$ cat src/rtl/counter_arbiter.sv
// Round-robin sequencer that shares one 8-bit loadable up-counter between
// NUM_REQ requesters. Each granted operation drives the counter controls for
// one cycle, then returns the updated counter value to its owner with a done
// pulse.
//
// state   | meaning
// --------+----------------------------------------------------------
// IDLE    | waiting for a request; may show done of previous operation
// ISSUE   | counter controls and gnt asserted for the latched owner
// CAPTURE | controls low, counter q holds post-update value
module counter_arbiter #(
    parameter int NUM_REQ = 4,
    parameter int ID_W    = 2
) (
    input  logic                 clk,
    input  logic                 rst,
    input  logic [NUM_REQ-1:0]   req,
    input  logic [NUM_REQ-1:0]   req_ld,
    input  logic [NUM_REQ*8-1:0] req_data,
    output logic [NUM_REQ-1:0]   gnt,
    output logic                 done,
    output logic [ID_W-1:0]      done_id,
    output logic [7:0]           rsp_q,
    output logic                 rsp_wrap,
    output logic                 busy,
    output logic [7:0]           cntr_data_in,
    output logic                 cntr_ld,
    output logic                 cntr_inc,
    input  logic [7:0]           cntr_q
);

    typedef enum logic [1:0] {
        IDLE    = 2'd0,
        ISSUE   = 2'd1,
        CAPTURE = 2'd2
    } state_t;

    state_t              state, state_nxt;
    logic [ID_W-1:0]     ptr, ptr_nxt;
    logic [ID_W-1:0]     owner, owner_nxt;
    logic                op_ld, op_ld_nxt;
    logic [7:0]          op_data, op_data_nxt;

    logic [NUM_REQ-1:0]  gnt_nxt;
    logic                done_nxt;
    logic [ID_W-1:0]     done_id_nxt;
    logic [7:0]          rsp_q_nxt;
    logic                rsp_wrap_nxt;
    logic                busy_nxt;
    logic [7:0]          cntr_data_in_nxt;
    logic                cntr_ld_nxt;
    logic                cntr_inc_nxt;

    logic                win_found;
    logic [ID_W-1:0]     win_idx;
    logic [7:0]          data_arr [NUM_REQ];

    for (genvar g = 0; g < NUM_REQ; g++) begin : g_data
        assign data_arr[g] = req_data[8*g +: 8];
    end

    // Round-robin search: first set req bit starting at ptr, wrapping around.
    always_comb begin
        win_found = 1'b0;
        win_idx   = '0;
        for (int i = 0; i < NUM_REQ; i++) begin
            int idx;
            idx = int'(ptr) + i;
            if (idx >= NUM_REQ) idx = idx - NUM_REQ;
            if (!win_found && req[ID_W'(idx)]) begin
                win_found = 1'b1;
                win_idx   = ID_W'(idx);
            end
        end
    end

    // Next-state and next-output logic; every output is registered below.
    always_comb begin
        state_nxt        = state;
        ptr_nxt          = ptr;
        owner_nxt        = owner;
        op_ld_nxt        = op_ld;
        op_data_nxt      = op_data;
        gnt_nxt          = '0;
        done_nxt         = 1'b0;
        done_id_nxt      = done_id;
        rsp_q_nxt        = rsp_q;
        rsp_wrap_nxt     = rsp_wrap;
        cntr_data_in_nxt = 8'h00;
        cntr_ld_nxt      = 1'b0;
        cntr_inc_nxt     = 1'b0;

        case (state)
            IDLE: begin
                if (win_found) begin
                    state_nxt          = ISSUE;
                    owner_nxt          = win_idx;
                    op_ld_nxt          = req_ld[win_idx];
                    op_data_nxt        = data_arr[win_idx];
                    ptr_nxt            = (int'(win_idx) == NUM_REQ - 1) ? '0 : win_idx + ID_W'(1);
                    gnt_nxt[win_idx]   = 1'b1;
                    cntr_ld_nxt        = req_ld[win_idx];
                    cntr_inc_nxt       = !req_ld[win_idx];
                    cntr_data_in_nxt   = req_ld[win_idx] ? data_arr[win_idx] : 8'h00;
                end
            end
            ISSUE: begin
                state_nxt = CAPTURE;
            end
            CAPTURE: begin
                state_nxt    = IDLE;
                done_nxt     = 1'b1;
                done_id_nxt  = owner;
                rsp_q_nxt    = cntr_q;
                rsp_wrap_nxt = !op_ld && (cntr_q == 8'h00);
            end
            default: begin
                state_nxt = IDLE;
            end
        endcase

        busy_nxt = (state_nxt != IDLE);
    end

    // State and registered outputs; synchronous active-low reset abandons
    // any operation in flight without producing done.
    always_ff @(posedge clk) begin
        if (!rst) begin
            state        <= IDLE;
            ptr          <= '0;
            owner        <= '0;
            op_ld        <= 1'b0;
            op_data      <= 8'h00;
            gnt          <= '0;
            done         <= 1'b0;
            done_id      <= '0;
            rsp_q        <= 8'h00;
            rsp_wrap     <= 1'b0;
            busy         <= 1'b0;
            cntr_data_in <= 8'h00;
            cntr_ld      <= 1'b0;
            cntr_inc     <= 1'b0;
        end else begin
            state        <= state_nxt;
            ptr          <= ptr_nxt;
            owner        <= owner_nxt;
            op_ld        <= op_ld_nxt;
            op_data      <= op_data_nxt;
            gnt          <= gnt_nxt;
            done         <= done_nxt;
            done_id      <= done_id_nxt;
            rsp_q        <= rsp_q_nxt;
            rsp_wrap     <= rsp_wrap_nxt;
            busy         <= busy_nxt;
            cntr_data_in <= cntr_data_in_nxt;
            cntr_ld      <= cntr_ld_nxt;
            cntr_inc     <= cntr_inc_nxt;
        end
    end

endmodule

$ cat config.mk
export PLATFORM = sky130hd
export DESIGN_NAME = counter_arbiter
export DESIGN_NICKNAME = d
export VERILOG_FILES = /design/src/rtl/counter_arbiter.sv
export SDC_FILE = /design/constraint.sdc
export NUM_CORES = 1
export LEC_CHECK = 0
export BUFFER_PORTS_ARGS = -buffer_cell sky130_fd_sc_hd__buf_2
export CELL_PAD_IN_SITES_DETAIL_PLACEMENT = 0
export CELL_PAD_IN_SITES_GLOBAL_PLACEMENT = 1
export CORE_ASPECT_RATIO = 1.5
export CORE_MARGIN = 5
export CORE_UTILIZATION = 33
export CTS_CLUSTER_SIZE = 20
export DETAILED_ROUTE_END_ITERATION = 10
export PLACE_DENSITY = 0.8
export SYNTH_ARGS = -nofsm -noshare
export SYNTH_HDL_FRONTEND = slang
export SYNTH_SLANG_ARGS = --single-unit
$ cat constraint.sdc
create_clock -name clk -period 2.5 [get_ports clk]
set_input_delay 0.375 -clock clk [delete_from_list [all_inputs] [get_ports clk]]
set_output_delay 0.375 -clock clk [all_outputs]
set_load 0.02 [all_outputs]
Yosys cells after proc, flatten, opt, wreduce, memory -nomap -nowiden
Cells that the tools add are included.
{"block": "classes", "addsub": 8, "order_cmp": 11, "n_eq_ne": 3, "mux": 35, "n_bitwise": 1, "n_reduce_logical": 16}
{"op": "two-way mux 2 bit", "n": 10}
{"op": "binary-select mux 8 bit (select 2 bit)", "n": 1}
{"op": "< comparator 2 x 4 -> 1 bit, second input constant", "n": 4}
{"op": "two-way mux 8 bit", "n": 2}
{"op": "two-way mux 1 bit", "n": 15}
{"op": "greater-or-equal comparator 3 bit, second input constant", "n": 4}
{"op": "binary-select mux 1 bit (select 2 bit)", "n": 5}
{"op": "zero test 8 bit", "n": 1}
{"op": "subtractor 2 x 1 -> 2 bit, second input constant", "n": 4}
{"op": "adder 2 x 2 -> 3 bit, second input constant", "n": 2}
{"op": "logical AND 1 bit", "n": 5}
{"op": "zero test 1 bit", "n": 5}
{"op": "== test 2 x 1 -> 1 bit, second input constant", "n": 2}
{"op": "case mux 2 bit (2 select lines)", "n": 1}
{"op": "AND reduction 4 bit", "n": 1}
{"op": "adder 2 x 1 -> 3 bit, second input constant", "n": 1}
{"op": "greater-or-equal comparator 2 x 3 -> 1 bit, second input constant", "n": 1}
{"op": "< comparator 2 x 3 -> 1 bit, second input constant", "n": 1}
{"op": "inverter 2 -> 3 bit", "n": 1}
{"op": "AND reduction 3 bit", "n": 1}
{"op": "adder 2 x 1 -> 2 bit, second input constant", "n": 1}
{"op": "demux 1 bit (select 2 bit)", "n": 1}
{"op": "== test 2 bit, second input constant", "n": 1}
{"op": "greater-or-equal comparator 2 x 1 -> 1 bit, second input constant", "n": 1}
{"op": "3 further kinds", "n": 3}
{"block": "totals", "reg_bits": 34, "in_bits": 50, "output_inout_bits": 27}

Depth between registers and ports, before layout
Gate-level depths: netlist of the first run.
{"block": "depth", "ltp_word": 19, "mapped_depth": 8, "depth_no_buf": 7}

Worst setup path before layout of the first run
OpenSTA, ideal clock, no wires.
{"block": "synth_path", "path_kind": "reg2reg", "from": "reg ptr[1]", "to": "reg ptr[1]", "setup_time_ns": 0.116, "arrival_time_ns": 1.787, "required_time_ns": 2.384, "path_slack_ns": 0.597, "stages_incl_launch_ff": 9, "path_buffers": 1, "synth_period_minus_slack_ns": 1.903, "cell_sequence": "dfxtp_1 > mux2i_1 > nor2_1 > or3_1 > inv_1 > buf_2 > ha_1 > mux2i_1 > nor2b_1"}
{"block": "synth_between", "elab_chain_cells": 17, "word_cells_on_any_way": 45}
{"item": "start, declared", "line": "39", "rtl": "logic [ID_W-1:0] ptr, ptr_nxt;"}
{"item": "start signal, assigned", "line": "145", "rtl": "ptr <= ptr_nxt;"}
{"item": "parallel branches: the longest is 14 deep, another holds adder 2 x 1 -> 3 bit"}
{"item": "two-way mux 2 bit (*)", "line": "70", "rtl": "if (!win_found && req[ID_W'(idx)]) begin"}
{"item": "named net win_idx[0]", "line": "55", "rtl": "logic [ID_W-1:0] win_idx;"}
{"item": "adder 2 x 1 -> 2 bit / == test 2 x 1 -> 1 bit (equally long branches)", "line": "100", "rtl": "ptr_nxt = (int'(win_idx) == NUM_REQ - 1) ? '0 : win_idx + ID_W'(1);"}
{"item": "two-way mux 2 bit (*)", "line": "100"}
Mark *: on every way through the listed nets, which the timed path passes. The select of a mux whose other input is x is not followed.
A chain may end at the register's enable or synchronous reset.

Worst setup path in the final report of the first run
{"block": "layout_path", "from": "reg ptr[1]", "to": "reg cntr_data_in[0]"}
{"block": "layout_between", "elab_chain_cells": 19, "word_cells_on_any_way": 48}
{"item": "parallel branches: the longest is 19 deep, another holds adder 2 x 1 -> 3 bit"}
{"item": "end signal, assigned", "line": "155", "rtl": "cntr_data_in <= cntr_data_in_nxt;"}
{"item": "end, declared", "line": "26", "rtl": "output logic [7:0] cntr_data_in,"}
Parallel ways; which one is timed is not known. The select of a mux whose other input is x is not followed.

==> metrics.yaml, run 1 <==
clk_pin_slew_ns: 0.07
fin_crit_sh: 0.856
ys.warnings.count: 0
async_reset_ff_frac: 0
power_mw: 1.43
drt_iter0_drc: 42
first_pass_iters: 4
dp.cells: 302
synth_nets: 222
instances_no_fill: 310
hold_class: "primary input to flip-flop"
crit_path_cell_trace: "nand2_1 > a221o_1 > a21bo_1 > a211o_1 > a221oi_2"
cts_tree: "yes"
cts_buffer_depth: 2
finClkSkew_ns: 0.00603
syn_area_per_cell_um2: 9.58
die_x_um: 67.0
synth_seq_cells: 34
diodes: 0
place_congestion: 0.706
yosys-top-cells-count: "34 x dfxtp_1, 25 x nand2_1, 19 x a21boi_0"
grt_start_max_net_pins: 24
dieArea_um2: 6400
post_cts_buffers: 0
fmax_ghz: 0.468
synth_top_cells_by_area: "dfxtp_1 42%, a21boi_0 8.9%, a221oi_2 7.5%, mux2i_1 6.8%, nand2_1 5.8%"
antenna_found_initial: 0
cts_buffers: 5
worst-path-stages: 5
cp.required_ns: 2.69
slew_viol_final: 0
power_density_nw_per_um2: 669
cts-root-buf: "clkbuf_8"
crit_slowest_cell: "a211o_1"
arrival_ns: 2.33
finalHoldViolCount: 0
tns_ns: 0
p_leak_nw: 0.991
synth_cell_types: 33
core_area_um2: 4770
worstSetupPathType: "flip-flop to flip-flop"
rsz0062_at_grt: "no"
drv_cap: 0
relSlewSlack: 0.493
rows: 31
ctsHoldBuffers: 0
ir_worst_vdd_v: 0.000239
dr_total_vias: 1469
grtUsageTotal: 0.134
ys_seq_area_frac: 0.423
wirelength_um: 4110
post-dp-hpwl_um: 3190
holdPathStages: 3
tightest_slew_ns: 0.760
r2r_cells: 5
viasPerCell: 4.74
setup_violations: 0
yosys.area.top_type_share: 0.423
cts_num_sinks: 34
endpoint_kind: "flip-flop"
ios: 77
crit_buf_inv: 0
wire_per_inst_um: 13.2
nNetsFinal: 297
crit_fanout: 13
crit_family: "compound AO/OA/AOI/OAI gates"
cts_resized: 0
drc_errors: 0
drive_gt1_frac: 0.398
startpoint_type: "flip-flop"
utilization: 0.446
synth.cell_area_um2: 1610
ant_nets: 0
area_delta_synth_final_pct: 32.3
fp.dieH_um: 95.5
fin_crit_ns: 2.14
portBuffers: 76
htree_levels: 2
grt_pass1_vias: 1494
yosysMostFrequentCell: "dfxtp_1"
start_util: 0.337
grt_pass1_wl_um: 6490
grt_overflow_total: 0
outcome: "finished clean"
cp_slowest_stage_delay_ns: 0.49
netlist_instances: 168
synth_top_cell_by_area: "dfxtp_1"
synth_edf_count: 0
clock_latency_ns: 0.28
synth_flop_cell: "dfxtp_1"
worst min-delay path, cell delays in order:
cell      delay [ns]
buf_2           0.10
nand2_1         0.04
a21boi_0        0.06
cell type report:
| class | instances | area [um2] |
|---|---|---|
| Sequential cell | 34 | 681 |
| Inverter | 4 | 15.0 |
| Clock inverter | 1 | 5.00 |
| Clock buffer | 7 | 86.3 |
| Fill cell | 491 | 2640 |
| Multi-Input combinational cell | 118 | 850 |
| Tap cell | 66 | 82.6 |
| Timing Repair Buffer | 80 | 410 |
layer usage:
layer  track usage  share of wire  up-vias
met1         0.132           0.37      656
met2         0.239           0.53       52
li1              -              -      748
met5             0              0        -
met3        0.0330          0.063       13
met4        0.0948          0.035        0
sequential cells by signal (all words and copies together), names as in the netlist:
signal,flops
cntr_data_in,8
ptr,2
op_ld,1
done_id,2
state,2
busy,1
gnt,4
done,1
rsp_q,8
cntr_ld,1
rsp_wrap,1
cntr_inc,1
owner,2
report_power, final:
group	total (mW)	internal, mW	switching (mW)
sequential	0.613	0.591	0.0225
clock	0.412	0.222	0.190
combinational	0.400	0.167	0.233
stage by stage:
| step | hold WS, ns | worst slack (ns) | instance area [um2] |
|---|---|---|---|
| 2_1_floorplan | 0.437 | 0.597 | 1610 |
| 3_3_place_gp | 0.444 | 0.260 | 2040 |
| 3_5_place_dp | 0.455 | 0.197 | 2040 |
| 4_1_cts | 0.334 | 0.355 | 2130 |
| 5_1_grt | 0.349 | 0.234 | 2130 |
| 6_report | 0.346 | 0.361 | 2130 |
cells in the final DEF, fill, tap and decap left out:
cell / n
a211o_1: 2
a211oi_1: 8
a21bo_1: 2
a21boi_0: 19
a21oi_1: 4
a221o_1: 1
a221oi_2: 8
and2_1: 2
and2b_1: 1
and3_1: 4
and3b_1: 1
buf_2: 76
buf_4: 4
clkbuf_1: 1
clkbuf_8: 6
clkinv_2: 1
dfxtp_1: 34
ha_1: 4
inv_1: 4
mux2i_1: 11
nand2_1: 25
nand2b_1: 2
nand3_1: 4
nand4_1: 1
nor2_1: 4
nor2b_1: 6
nor3_1: 1
nor3_2: 1
nor4_1: 2
o211ai_1: 1
o21ai_0: 1
o21bai_1: 1
or2_2: 1
or3_1: 1
worst paths after layout:
check | to | startpoint | slack [ns]
worst max-delay path | cntr_data_in[0] | ptr[1] | 0.36
worst min-delay path | rsp_q[4] | cntr_q[4] | 0.35
worst max register to register | cntr_data_in[0] | ptr[1] | 0.36
worst min register to register | done_id[0] | owner[0] | 0.46
kinds of logic (layout without fill, tap and decap cells):
| family | count (synthesis) | after routing | synth area share |
|---|---|---|---|
| AND/OR/NAND/NOR | 56 | 56 | 0.173 |
| AO/OA/AOI/OAI | 47 | 47 | 0.255 |
| flip-flops | 34 | 34 | 0.423 |
| buffers and inverters | 16 | 92 | 0.0490 |
| multiplexers | 11 | 11 | 0.0684 |
| adder cells (fa/ha/maj) | 4 | 4 | 0.0311 |
Note: power is estimated with default switching activity, not from simulation.
==> run 2, diff against run 1 <==
--- a/config.mk
+++ b/config.mk
@@ -14,6 +14,7 @@
 export CTS_CLUSTER_SIZE = 20
 export DETAILED_ROUTE_END_ITERATION = 10
 export PLACE_DENSITY = 0.8
+export RECOVER_POWER = 50
 export SYNTH_ARGS = -nofsm -noshare
 export SYNTH_HDL_FRONTEND = slang
 export SYNTH_SLANG_ARGS = --single-unit
==> metrics.yaml, run 2 (same netlist as run 1, synthesis figures left out) <==
outcome: "finished clean"
worstSetupPathType: "flip-flop to flip-flop"
cts_num_sinks: 34
fin_crit_ns: 2.13
p_leak_nw: 0.874
final_cell_mix: "48 x buf_2, 34 x dfxtp_1, 29 x clkbuf_1"
drt_iter0_drc: 38
drive_gt1_frac: 0.283
area_delta_synth_final_pct: 30.2
tns_ns: 0
start_util: 0.337
grtUsageTotal: 0.134
first_pass_iters: 4
final_common_cell: "buf_2"
power_density_nw_per_um2: 676
utilization: 0.439
pre_cts_ws_ns: 0.197
finClkSkew_ns: 0.00505
wirelength_um: 4140
setup_violations: 0
grt_overflow_total: 0
grt_start_max_net_pins: 24
cts_buffer_depth: 2
crit_path_cell_trace: "nand2_1 > a221o_1 > a21bo_1 > a211o_1 > a221oi_2"
viasPerCell: 4.76
htree_levels: 2
ctsHoldBuffers: 0
fin_ws_ns: 0.368
core_area_um2: 4770
dr_total_vias: 1476
dieArea_um2: 6400
rsz0062_at_grt: "no"
slew_viol_final: 0
ios: 77
tightest_slew_ns: 0.759
grt_pass1_vias: 1494
cts_tree: "yes"
crit_slowest_cell: "a211o_1"
finalHoldViolCount: 0
clk_pin_slew_ns: 0.07
cts-root-buf: "clkbuf_8"
grt_pass1_wl_um: 6490
ant_nets: 0
cts_buffers: 5
cp.required_ns: 2.69
ir_worst_vdd_v: 0.000239
place_congestion: 0.706
diodes: 0
endpoint_kind: "flip-flop"
relSlewSlack: 0.493
reg_top3: "cntr_data_in x8, rsp_q x8, gnt x4"
cts_resized: 0
clock_latency_ns: 0.28
post_cts_buffers: 0
cp_slowest_stage_delay_ns: 0.49
nNetsFinal: 297
worstHoldStart: "cntr_q[4]"
crit_fanout: 13
dpl_cell_area_um2: 2040
worstSetupStartpoint: "ptr[1]"
fin_crit_sh: 0.853
hold_class: "primary input to flip-flop"
fp.dieH_um: 95.5
wire_per_inst_um: 13.4
fmax_ghz: 0.469
arrival_ns: 2.33
antenna_found_initial: 0
die_x_um: 67.0
drc_errors: 0
r2r-start: "ptr[1]"
final_cell_area_um2: 2090
rows: 31
portBuffers: 76
drv_cap: 0
startpoint_type: "flip-flop"
post-dp-hpwl_um: 3190
-- run 2: cell types whose count changed in the layout (fill, tap and decap cells not counted) --
cell	before	now
and2_1	2	1
buf_2	76	48
clkbuf_1	1	29
and2_0	0	1
-- run 2: metrics by stage --
step	hold WS (ns)	power (mW)	std cells
2_1_floorplan	0.437	0.903	168
3_3_place_gp	0.444	1.03	302
3_5_place_dp	0.455	1.03	302
4_1_cts	0.334	1.45	310
5_1_grt	0.349	1.51	310
6_report	0.347	1.42	310
-- run 2: final timing paths --
kind         slack (ns)  depth (start not counted)              end
max                0.37                          5  cntr_data_in[0]
min                0.35                          3         rsp_q[4]
max reg2reg        0.37                          5  cntr_data_in[0]
min reg2reg        0.46                          2       done_id[0]
-- run 2: power breakdown --
| group | total [mW] | internal, mW | switching, mW |
|---|---|---|---|
| combinational | 0.390 | 0.157 | 0.233 |
| clock | 0.412 | 0.222 | 0.190 |
| sequential | 0.615 | 0.591 | 0.0235 |
| total | 1.42 | 0.970 | 0.446 |
-- run 2: cell type report --
type	instances	area, um2
Sequential cell	34	681
Inverter	4	15.0
Multi-Input combinational cell	118	850
Clock inverter	1	5.00
Clock buffer	7	86.3
Fill cell	513	2680
Tap cell	66	82.6
Timing Repair Buffer	80	375
-- run 2: critical path, delay by kind of cell, from the launching register on --
kind / cells / cell delay (ns)
AOI/OAI and AO/OA: 4 / 1.54
and+or+nand+nor: 1 / 0.09
DFF: 1 / 0.40
-- run 2: per-layer routing --
layer	track usage	routed length, um	up-vias
li1	-	-	750
met1	0.132	1550	664
met2	0.239	2190	49
met3	0.0330	253	13
met4	0.0948	145	0
met5	0	0	-
